**config.mk**
```make
export PLATFORM = sky130hd
export DESIGN_NAME = command_sequencer
export DESIGN_NICKNAME = d
export VERILOG_FILES = /design/src/rtl/command_sequencer.sv
export SDC_FILE = /design/constraint.sdc
export NUM_CORES = 1
export LEC_CHECK = 0
export BUFFER_PORTS_ARGS = -buffer_cell sky130_fd_sc_hd__buf_2
export CAP_MARGIN = 20
export CORE_MARGIN = 2
export CORE_UTILIZATION = 54
export DETAILED_ROUTE_END_ITERATION = 10
export HOLD_SLACK_MARGIN = 0.1
export PLACE_DENSITY = 0.75
export SLEW_MARGIN = 15
export SYNTH_ARGS = -nofsm -noshare
export SYNTH_HDL_FRONTEND = slang
export SYNTH_SLANG_ARGS = --single-unit
```
**constraint.sdc**
```tcl
create_clock -name clk -period 4.55 [get_ports clk]
set_input_delay 0.455 -clock clk [delete_from_list [all_inputs] [get_ports clk]]
set_output_delay 0.455 -clock clk [all_outputs]
set_load 0.02 [all_outputs]
```
**src/rtl/command_sequencer.sv**
```systemverilog
// Command sequencer: queues command words in a small FIFO and feeds them one
// at a time to a compute core.  Each instruction is written (ISSUE), awaited
// (WAIT) until the core reports done or the watchdog expires, then followed
// by an all-zero write (CLEAR) that returns the engines to reset.  A one-cycle
// GAP then lets the core's done level fall before the next dispatch.
//
// Core write handshake: command_we0 is a single-cycle strobe.  The core must
// accept command_out on every cycle in which command_we0 is high; there is no
// back-pressure path from the core.
module command_sequencer #(
    parameter int CMD_W   = 35,
    parameter int DEPTH   = 8,
    parameter int TIMEOUT = 65535
) (
    input  logic                   clk,
    input  logic                   rst,
    input  logic [CMD_W-1:0]       cmd_in,
    input  logic                   cmd_push,
    output logic                   cmd_full,
    output logic [$clog2(DEPTH):0] cmd_count,
    input  logic                   run,
    output logic [CMD_W-1:0]       command_out,
    output logic                   command_we0,
    input  logic                   done_ins_computation,
    output logic                   busy,
    output logic                   seq_done,
    output logic                   timeout_err,
    input  logic                   err_clr
);

    localparam int AW = $clog2(DEPTH);
    localparam int CW = AW + 1;
    localparam int WW = $clog2(TIMEOUT + 1);

    typedef enum logic [2:0] {
        IDLE  = 3'd0,
        ISSUE = 3'd1,
        WAIT  = 3'd2,
        CLEAR = 3'd3,
        GAP   = 3'd4
    } state_t;

    state_t           state;
    state_t           next_state;

    logic [CMD_W-1:0] mem [DEPTH];
    logic [AW-1:0]    wr_ptr;
    logic [AW-1:0]    rd_ptr;

    logic [WW-1:0]    watchdog;
    logic             done_ok;

    logic             push_ok;
    logic             pop;
    logic             dispatch_ok;
    logic             timeout_fire;

    logic [CMD_W-1:0] nxt_command_out;
    logic             nxt_command_we0;
    logic             nxt_seq_done;

    // A push while full is dropped even if ISSUE pops in the same cycle.
    assign push_ok      = cmd_push && !cmd_full;
    assign pop          = (state == ISSUE);
    assign dispatch_ok  = run && (cmd_count != '0) && !timeout_err;
    // Done has priority over the watchdog in the same cycle.
    assign timeout_fire = (state == WAIT) && !done_ins_computation
                          && (watchdog == WW'(TIMEOUT - 1));
    assign cmd_full     = (cmd_count == CW'(DEPTH));
    assign busy         = (state != IDLE);

    // FIFO storage; contents are don't-care until written, so no reset.
    always_ff @(posedge clk) begin
        if (push_ok) mem[wr_ptr] <= cmd_in;
    end

    // FIFO pointers and occupancy; a watchdog expiry discards everything queued.
    always_ff @(posedge clk or posedge rst) begin
        if (rst) begin
            wr_ptr    <= '0;
            rd_ptr    <= '0;
            cmd_count <= '0;
        end else begin
            wr_ptr <= wr_ptr + AW'(push_ok);
            if (timeout_fire) begin
                rd_ptr    <= wr_ptr;
                cmd_count <= CW'(push_ok);
            end else begin
                rd_ptr    <= rd_ptr + AW'(pop);
                cmd_count <= cmd_count + CW'(push_ok) - CW'(pop);
            end
        end
    end

    // State register.
    always_ff @(posedge clk or posedge rst) begin
        if (rst) state <= IDLE;
        else     state <= next_state;
    end

    // Next-state logic; done is only looked at while waiting.
    always_comb begin
        next_state = state;
        case (state)
            IDLE:    if (dispatch_ok) next_state = ISSUE;
            ISSUE:   next_state = WAIT;
            WAIT:    if (done_ins_computation || timeout_fire) next_state = CLEAR;
            CLEAR:   next_state = GAP;
            GAP:     next_state = dispatch_ok ? ISSUE : IDLE;
            default: next_state = IDLE;
        endcase
    end

    // Output decode from the upcoming state so the registered outputs line up with it.
    always_comb begin
        nxt_command_out = command_out;
        nxt_command_we0 = 1'b0;
        nxt_seq_done    = (state == GAP) && (next_state == IDLE)
                          && (cmd_count == '0) && done_ok;
        case (next_state)
            ISSUE: begin
                nxt_command_out = mem[rd_ptr];
                nxt_command_we0 = 1'b1;
            end
            CLEAR: begin
                nxt_command_out = '0;
                nxt_command_we0 = 1'b1;
            end
            default: ;
        endcase
    end

    // Registered core-facing outputs.
    always_ff @(posedge clk or posedge rst) begin
        if (rst) begin
            command_out <= '0;
            command_we0 <= 1'b0;
            seq_done    <= 1'b0;
        end else begin
            command_out <= nxt_command_out;
            command_we0 <= nxt_command_we0;
            seq_done    <= nxt_seq_done;
        end
    end

    // Watchdog, sticky error flag and the done-vs-timeout outcome of the last instruction.
    always_ff @(posedge clk or posedge rst) begin
        if (rst) begin
            watchdog    <= '0;
            timeout_err <= 1'b0;
            done_ok     <= 1'b0;
        end else begin
            if (state == ISSUE)     watchdog <= '0;
            else if (state == WAIT) watchdog <= watchdog + 1'b1;

            if (timeout_fire)  timeout_err <= 1'b1;
            else if (err_clr)  timeout_err <= 1'b0;

            if (state == WAIT && next_state == CLEAR) done_ok <= done_ins_computation;
        end
    end

endmodule

```
=== Yosys cells after proc, flatten, opt, wreduce, memory -nomap -nowiden ===
Memory sizes are Yosys's and may differ from the RTL's.
Index checks and enable logic that the tools add are counted.

* Input port bits: 41
* Flip-flop bits (word level): 68
* Logic and storage cells: 60
* Memories: 1
* Memory bits (writable): 280
* Bits in latches: 0
* ROM bits: 0

* Muxes and demuxes: 14
* Add/sub/neg operators: 5
* Shift-type cells: 0
* Multiply operators: 0
* Reductions and logical operators: 22
* Eq/ne operators: 8
* Div/mod/pow operators: 0
* $lt $le $gt $ge: 0
* Bitwise gates (word level): 0

{| class="wikitable"
|+ Memories
! name !! depth !! width !! read ports !! clocked after Yosys merged registers in !! write ports !! line !! source
|-
| mem || 8 || 35 || 1 || 0 || 1 || 46 || <nowiki>logic [CMD_W-1:0] mem [DEPTH];</nowiki>
|}

{| class="wikitable"
|+ Operators with widths
! kind !! number
|-
| 35-bit case mux with 2 select lines || 1
|-
| 16-bit 2-to-1 mux || 2
|-
| 16-bit by 1-bit adder with 16-bit output (second input constant) || 1
|-
| 16-bit equality test (second input constant) || 1
|-
| 3-bit case mux with 5 select lines || 1
|-
| 3-bit by 2-bit equality test with 1-bit output (second input constant) || 3
|-
| 1-bit logical AND || 9
|-
| 3-bit 2-to-1 mux || 3
|-
| 3-bit by 1-bit adder with 3-bit output || 2
|-
| 3-bit by 1-bit equality test with 1-bit output (second input constant) || 2
|-
| 3-bit zero test || 2
|-
| 1-bit 2-to-1 mux || 6
|-
| 2-bit nonzero test || 3
|-
| 4-bit by 1-bit adder with 4-bit output || 1
|-
| 4-bit equality test (second input constant) || 1
|-
| 4-bit zero test || 1
|-
| 4-bit 2-to-1 mux || 1
|-
| 4-bit nonzero test || 1
|-
| 4-bit by 1-bit subtractor with 4-bit output || 1
|-
| 3-bit equality test (second input constant) || 1
|-
| 1-bit zero test || 3
|-
| 3-bit nonzero test || 1
|-
| 2-bit OR reduction || 1
|-
| 1-bit logical OR || 1
|}

=== Longest topological paths before layout ===
Gate-level depths: netlist of run 1.

* Word-level depth: 10
* Mapped depth: 11
* Gate-level depth less buffers: 11

=== Worst setup path before layout of run 1 ===
No wires, ideal clock.

* Kind: reg-to-reg
* Start: reg cmd_count[2]
* End: mem mem[0][0], enable pin
* Library setup time: 515 ps
* Data required time: 4035 ps
* Stages on the path, launching flop included: 6
* Buffers on the path: 0
* Arrival time: 4536 ps
* Path slack: -501 ps
* Cell sequence: dfrtp_1 > inv_1 > ha_1 > nor3b_1 > nand2b_1 > nor4_1

* Word-level cells in the longest chain between the ends: 5

{| class="wikitable"
|+ RTL lines
! what !! line !! source
|-
| from (decl) || 20 || <nowiki>output logic [$clog2(DEPTH):0] cmd_count,</nowiki>
|-
| from (signal assigned) || 87 || <nowiki>cmd_count <= CW'(push_ok);</nowiki>
|-
| from (signal assigned) || 90 || <nowiki>cmd_count <= cmd_count + CW'(push_ok) - CW'(pop);</nowiki>
|-
| 4-bit equality test || 69 || <nowiki>assign cmd_full = (cmd_count == CW'(DEPTH));</nowiki>
|-
| net cmd_full || 19 || <nowiki>output logic cmd_full,</nowiki>
|-
| 1-bit zero test || 63 || <nowiki>assign push_ok = cmd_push && !cmd_full;</nowiki>
|-
| 1-bit logical AND || 63 ||
|-
| 1-bit 2-to-1 mux || 74 || <nowiki>if (push_ok) mem[wr_ptr] <= cmd_in;</nowiki>
|-
| 1-bit 2-to-1 mux (implied by the code) || 74 ||
|-
| to (decl) || 46 ||
|}

The timed path passes the listed nets, and every way through them passes these cells.

=== Final worst setup path of run 1 ===
* Start: reg cmd_count[2]
* End: mem mem[0][33], enable pin

* Word-level cells in the longest chain between the ends: 5

{| class="wikitable"
|+ RTL lines
! what !! line
|-
| 4-bit equality test || 69
|-
| 1-bit zero test || 63
|-
| 1-bit logical AND || 63
|-
| 1-bit 2-to-1 mux || 74
|-
| 1-bit 2-to-1 mux (implied by the code) || 74
|}

No other way between the ends.

==> flow_metrics.tcl, run 1 <==
set metrics [dict create \
    overflow 0 \
    fin_nets 819 \
    synth_seq_cells 348 \
    p_leak_nw 5.709 \
    ir_drop_uv 380.8 \
    cp_max_fo 23 \
    place_area_sq_um 14490 \
    slew_headroom_pct 24.94 \
    crit_type "register to register" \
    die_area_sq_um 26390 \
    hold_path.class "primary input to register" \
    layout_commonest_cell "edfxtp_1" \
    setup_tns_ps 0 \
    grtUsageTotal_pct 20.71 \
    ys_seq_area_share_pct 74.57 \
    mostFrequentLayoutCells "edfxtp_1, buf_2, mux4_2" \
    wl_met1_um 10750 \
    clk_latency_ps 520 \
    min_period_ps 2854 \
    rows 57 \
    fillers 1624 \
    drv_cap 0 \
    required_ps 4720 \
    start_kind "register" \
    viasPerCell 5.929 \
    cts_tree "yes" \
    whs_ps 131.2 \
    drive_above_1_share_pct 35.81 \
    gp_congestion 0.8091 \
    clockRootBuffer "clkbuf_16" \
    drt-initial-drc-count 526 \
    grt_start_max_net_pins 72 \
    post-cts-setup-buffers 0 \
    synth_nets 708 \
    grt_pass1_wl_um 41170 \
    place.port_buffers 84 \
    wl_met3_um 1543 \
    ant_nets 0 \
    initial_core_util_pct 55.42 \
    final_hold_viol_count 0 \
    yosysWarnings 0 \
    p_total_mw 10.55 \
    fin_ws_ps 1696 \
    cp_slowest_stage_delay_ps 900 \
    grt_pass1_vias 7271 \
    wl_per_cell_um 23.33 \
    pwr_density_cell_nw_per_um2 671.8 \
    fmax_mhz 350.4 \
    area_growth_pct 15.85 \
    drc 0 \
    crit_family "simple AND/OR/NAND/NOR gates" \
    core-area_sq_um 24460 \
    finalClockSkew_ps 17.88 \
    dr.pass1.iters 4 \
    die_y_um 162.4 \
    hpwl_um 15080 \
    topRoutingLayerUsed "met5" \
    clk_pin_slew_ps 60 \
    worst_pin_slew_ps 1117 \
    postLayoutCellArea_sq_um 15710 \
    crit_slowest_cell "nor4_4" \
    critPathArrivalTime_ps 3020 \
    routed_wl_um 26100 \
    synth_area_sq_um 13560 \
    die_w_um 162.4 \
    ioPinCount 85 \
    setup_viol 0 \
    vias 6635 \
    finalCritPeriodShare_pct 62.72 \
    synth_cell_types 46 \
    antenna_found_initial 3 \
    outcome "finished clean" \
    clock_sinks 348 \
    htreeDepth 2 \
    place_ws_ps 1626 \
    crit_chain "inv_1 > ha_1 > nor3b_1 > nand2b_1 > nor4_4 > buf_4" \
    rsz0062_at_grt "no" \
    cp_num_buf_inv 2 \
    cts_buffer_depth 3 \
    syn_area_per_cell_sq_um 20.73 \
    slew_violations 0 \
    syn_inst 654 \
    cts_inserted_buffers 36 \
    endpoint_kind "register" \
    met2_length_um 13210 \
]
## power by group
group,switching [mW],internal [mW]
clock,1.18,1.76
combinational,1.46,1.57
sequential,0.513,4.07
## routing by layer
| metal | vias up | GRT usage, % |
|---|---|---|
| met4 | 2 | 6.879 |
| met3 | 46 | 3.947 |
| met5 | - | 0 |
| met2 | 228 | 34.76 |
| li1 | 2902 | - |
| met1 | 3457 | 27.78 |
## cells in the mapped netlist, drive strengths merged
cell type    n  area share [%]
nand2b       3            0.14
o31ai        2            0.11
and2         1           0.046
nand2       21            0.58
clkbuf      19            0.53
o311ai       1           0.065
or3          2           0.092
nor3         7            0.26
nand4        5            0.23
and3b        1           0.065
nor3b        2            0.15
buf          9            0.46
a2111oi      1           0.065
a211oi       1           0.055
inv         16            0.44
mux2        39             4.0
a22o        37             2.4
and3         1           0.046
nand3        6            0.22
a21o         3            0.17
o211ai       1           0.055
o41ai        1           0.065
nor4b        1           0.065
nand4bb      1           0.083
dfrtp       68              13
edfxtp     280              62
xor2         3            0.19
fa           1            0.15
xnor2        3            0.19
mux4        70              12
a31o         1           0.065
a21oi        5            0.27
o21ai       10            0.37
ha          12             1.1
nor4         6            0.39
mux2i        3            0.22
or3b         3            0.19
o31a         1           0.065
nor2         7            0.19
## layout make-up
| cell class | instances | area (sq um) | area share [%] |
|---|---|---|---|
| repair buffers | 101 | 600.6 | 3.824 |
| clock buffers | 45 | 977.2 | 6.222 |
| well taps | 324 | 405.4 | 2.581 |
| diodes | 2 | 5.005 | 0.03187 |
| multi-input cells | 262 | 3317 | 21.12 |
| clock inverters | 21 | 221.5 | 1.410 |
| flip-flops and latches | 348 | 10120 | 64.42 |
| inverters | 16 | 61.31 | 0.3904 |
## cell families after synthesis
| group | share of synthesized area (%) |
|---|---|
| and+or+nand+nor | 2.751 |
| xor gates and xnor gates | 0.3877 |
| muxes | 15.87 |
| adders and majority gates | 1.255 |
| buffers and inverters | 1.431 |
| AOI/OAI and AO/OA | 3.738 |
| DFF | 74.57 |
## flip-flops by register name, indices dropped and copies added (netlist names)
signal / cells
mem: 280
command_out: 35
watchdog: 16
cmd_count: 4
rd_ptr: 3
state: 3
wr_ptr: 3
command_we0: 1
done_ok: 1
seq_done: 1
timeout_err: 1
## per-stage QoR
step                instances  util, %
floorplan                 654        -
global placement         1047    58.99
detailed placement       1050    59.24
CTS                      1117    64.18
global route             1118    64.19
finish                   1119    64.20
## repair_timing
item	4_1_cts	5_1_grt
endpoints found under the setup margin	0	0
hold buffers	1	0
resized for setup	0	0
endpoints found under the hold margin	23	0
## path summary, 6_finish.rpt
check / from / endpoint / slack (ps) / cells after the start
worst max-delay path: cmd_count[2] / mem[0][33] / 1700 / 6
max in group asynchronous: rst / rd_ptr[1] / 3040 / 4
worst max register to register: cmd_count[2] / mem[0][33] / 1700 / 6
worst min register to register: command_out[7] / command_out[7] / 500 / 1
min in group asynchronous: rst / command_out[30] / 510 / 3
worst min-delay path: err_clr / timeout_err / 130 / 2
No activity file was read; power rests on OpenSTA's default activity.
==> run 2: changes to the inputs <==
- clock period: 4.55 -> 2.4 ns (I/O delays scaled with it)
==> flow_metrics.tcl, run 2 (synthesis results as in run 1) <==
set metrics [dict create \
    topRoutingLayerUsed "met4" \
    multiInputGateArea_sq_um 3371 \
    routed_wl_um 27820 \
    place.port_buffers 84 \
    cp_slowest_stage_delay_ps 450 \
    cp_num_buf_inv 3 \
    ir_drop_uv 815.5 \
    die_w_um 162.4 \
    fin_nets 873 \
    wl_per_cell_um 23.75 \
    place_area_sq_um 14740 \
    slew_headroom_pct 55.75 \
    wl_met1_um 11290 \
    antenna_found_initial 0 \
    ioPinCount 85 \
    cts_buffer_depth 3 \
    placed_cells 1065 \
    ant_nets 0 \
    ctsResizeCount 0 \
    clk_pin_slew_ps 60 \
    regArea_sq_um 10120 \
    area_growth_pct 20.90 \
    dr.pass1.iters 5 \
    wl_met3_um 1741 \
    slew_violations 0 \
    p_leak_nw 6.014 \
    drc 0 \
    cpMostUsedCell "buf_12" \
    setup_viol 0 \
    rows 57 \
    outcome "finished clean" \
    final_hold_viol_count 0 \
    layout_commonest_cell "edfxtp_1" \
    hpwl_um 15670 \
    grt_start_max_net_pins 36 \
    critPathArrivalTime_ps 2650 \
    largestRegisters "mem: 280 flops, command_out: 35 flops, watchdog: 16 flops" \
    drive_above_1_share_pct 36.36 \
    finalClockSkew_ps 17.28 \
    gp_congestion 0.7347 \
    start_kind "register" \
    postLayoutCellArea_sq_um 16390 \
    endpoint_kind "register" \
    htreeDepth 2 \
    clockRootBuffer "clkbuf_16" \
    crit_type "register to register" \
    die_y_um 162.4 \
    stdcell_count 1171 \
    drt-initial-drc-count 608 \
    finalCritPeriodShare_pct 93.90 \
    cts_inserted_buffers 36 \
    vias 6839 \
    n_antenna_cell 0 \
    fin_ws_ps 146.3 \
    met2_length_um 14240 \
    mostFrequentLayoutCells "edfxtp_1, buf_2, mux4_2" \
    clk_latency_ps 520 \
    required_ps 2800 \
    cp_max_fo 12 \
    worst_pin_slew_ps 662.9 \
    overflow 0 \
    grt_pass1_wl_um 42600 \
    final_core_util_pct 67.00 \
    fmax_mhz 443.7 \
    regMostFlops "mem" \
    grt_pass1_vias 7347 \
    pwr_density_cell_nw_per_um2 1265 \
    p_total_mw 20.73 \
    core-area_sq_um 24460 \
    fillers 1542 \
    rsz0062_at_grt "no" \
    die_area_sq_um 26390 \
    place_ws_ps 106.2 \
    crit_family "simple AND/OR/NAND/NOR gates" \
    crit_slowest_cell "or3b_2" \
    cts_tree "yes" \
    min_period_ps 2254 \
    viasPerCell 5.840 \
    hold_path.class "primary input to register" \
    crit_chain "inv_2 > ha_1 > or3b_2 > a22o_1 > a21oi_4 > buf_12 > buf_12 > mux2_2" \
    grtUsageTotal_pct 21.89 \
    clock_sinks 348 \
    setup_tns_ps 0 \
    initial_core_util_pct 55.42 \
    whs_ps 238.5 \
    largest_register_ff_count 280 \
    drv_cap 0 \
]
[run 2: timing repair]
action | 4_1_cts | 5_1_grt
setup buffers | 0 | 1
hold buffers | 38 | 0
setup endpoints to repair | 0 | 1
endpoints found under the hold margin | 311 | 0
[run 2: path summary, 6_finish.rpt]
kind / cells after the start / to / slack, ps / startpoint
max: 8 / command_out[32] / 150 / cmd_count[2]
min: 4 / wr_ptr[0] / 240 / cmd_push
max reg2reg: 8 / command_out[32] / 150 / cmd_count[2]
min reg2reg: 1 / command_out[4] / 510 / command_out[4]
max in group asynchronous: 4 / watchdog[4] / 1380 / rst
min in group asynchronous: 3 / command_out[3] / 340 / rst
[run 2: layout make-up]
class | count | area share, %
Clock buffer | 52 | 6.367
Tap cell | 324 | 2.473
Timing Repair Buffer | 155 | 7.344
Sequential cell | 348 | 61.75
Clock inverter | 14 | 1.130
Inverter | 16 | 0.3741
Multi-Input combinational cell | 262 | 20.57
[run 2: where the power goes]
part	internal (mW)	switching [mW]	leakage [nW]
clock network	3.47	2.21	0.598
logic	3.33	3.35	2.01
registers	7.72	0.648	3.41
total	14.5	6.21	6.01
[run 2: per-layer routing]
layer | vias to the layer above | GRT usage (%)
met1 | 3557 | 29.47
met5 | - | 0
met3 | 35 | 4.304
li1 | 3010 | -
met4 | 0 | 6.235
met2 | 237 | 37.02
[run 2: worst min-delay path, delay by kind of cell]
family	cells	cell delay, ps
buffers and inverters	2	230
adder cells (fa/ha/maj)	1	130
AND/OR/NAND/NOR	1	120
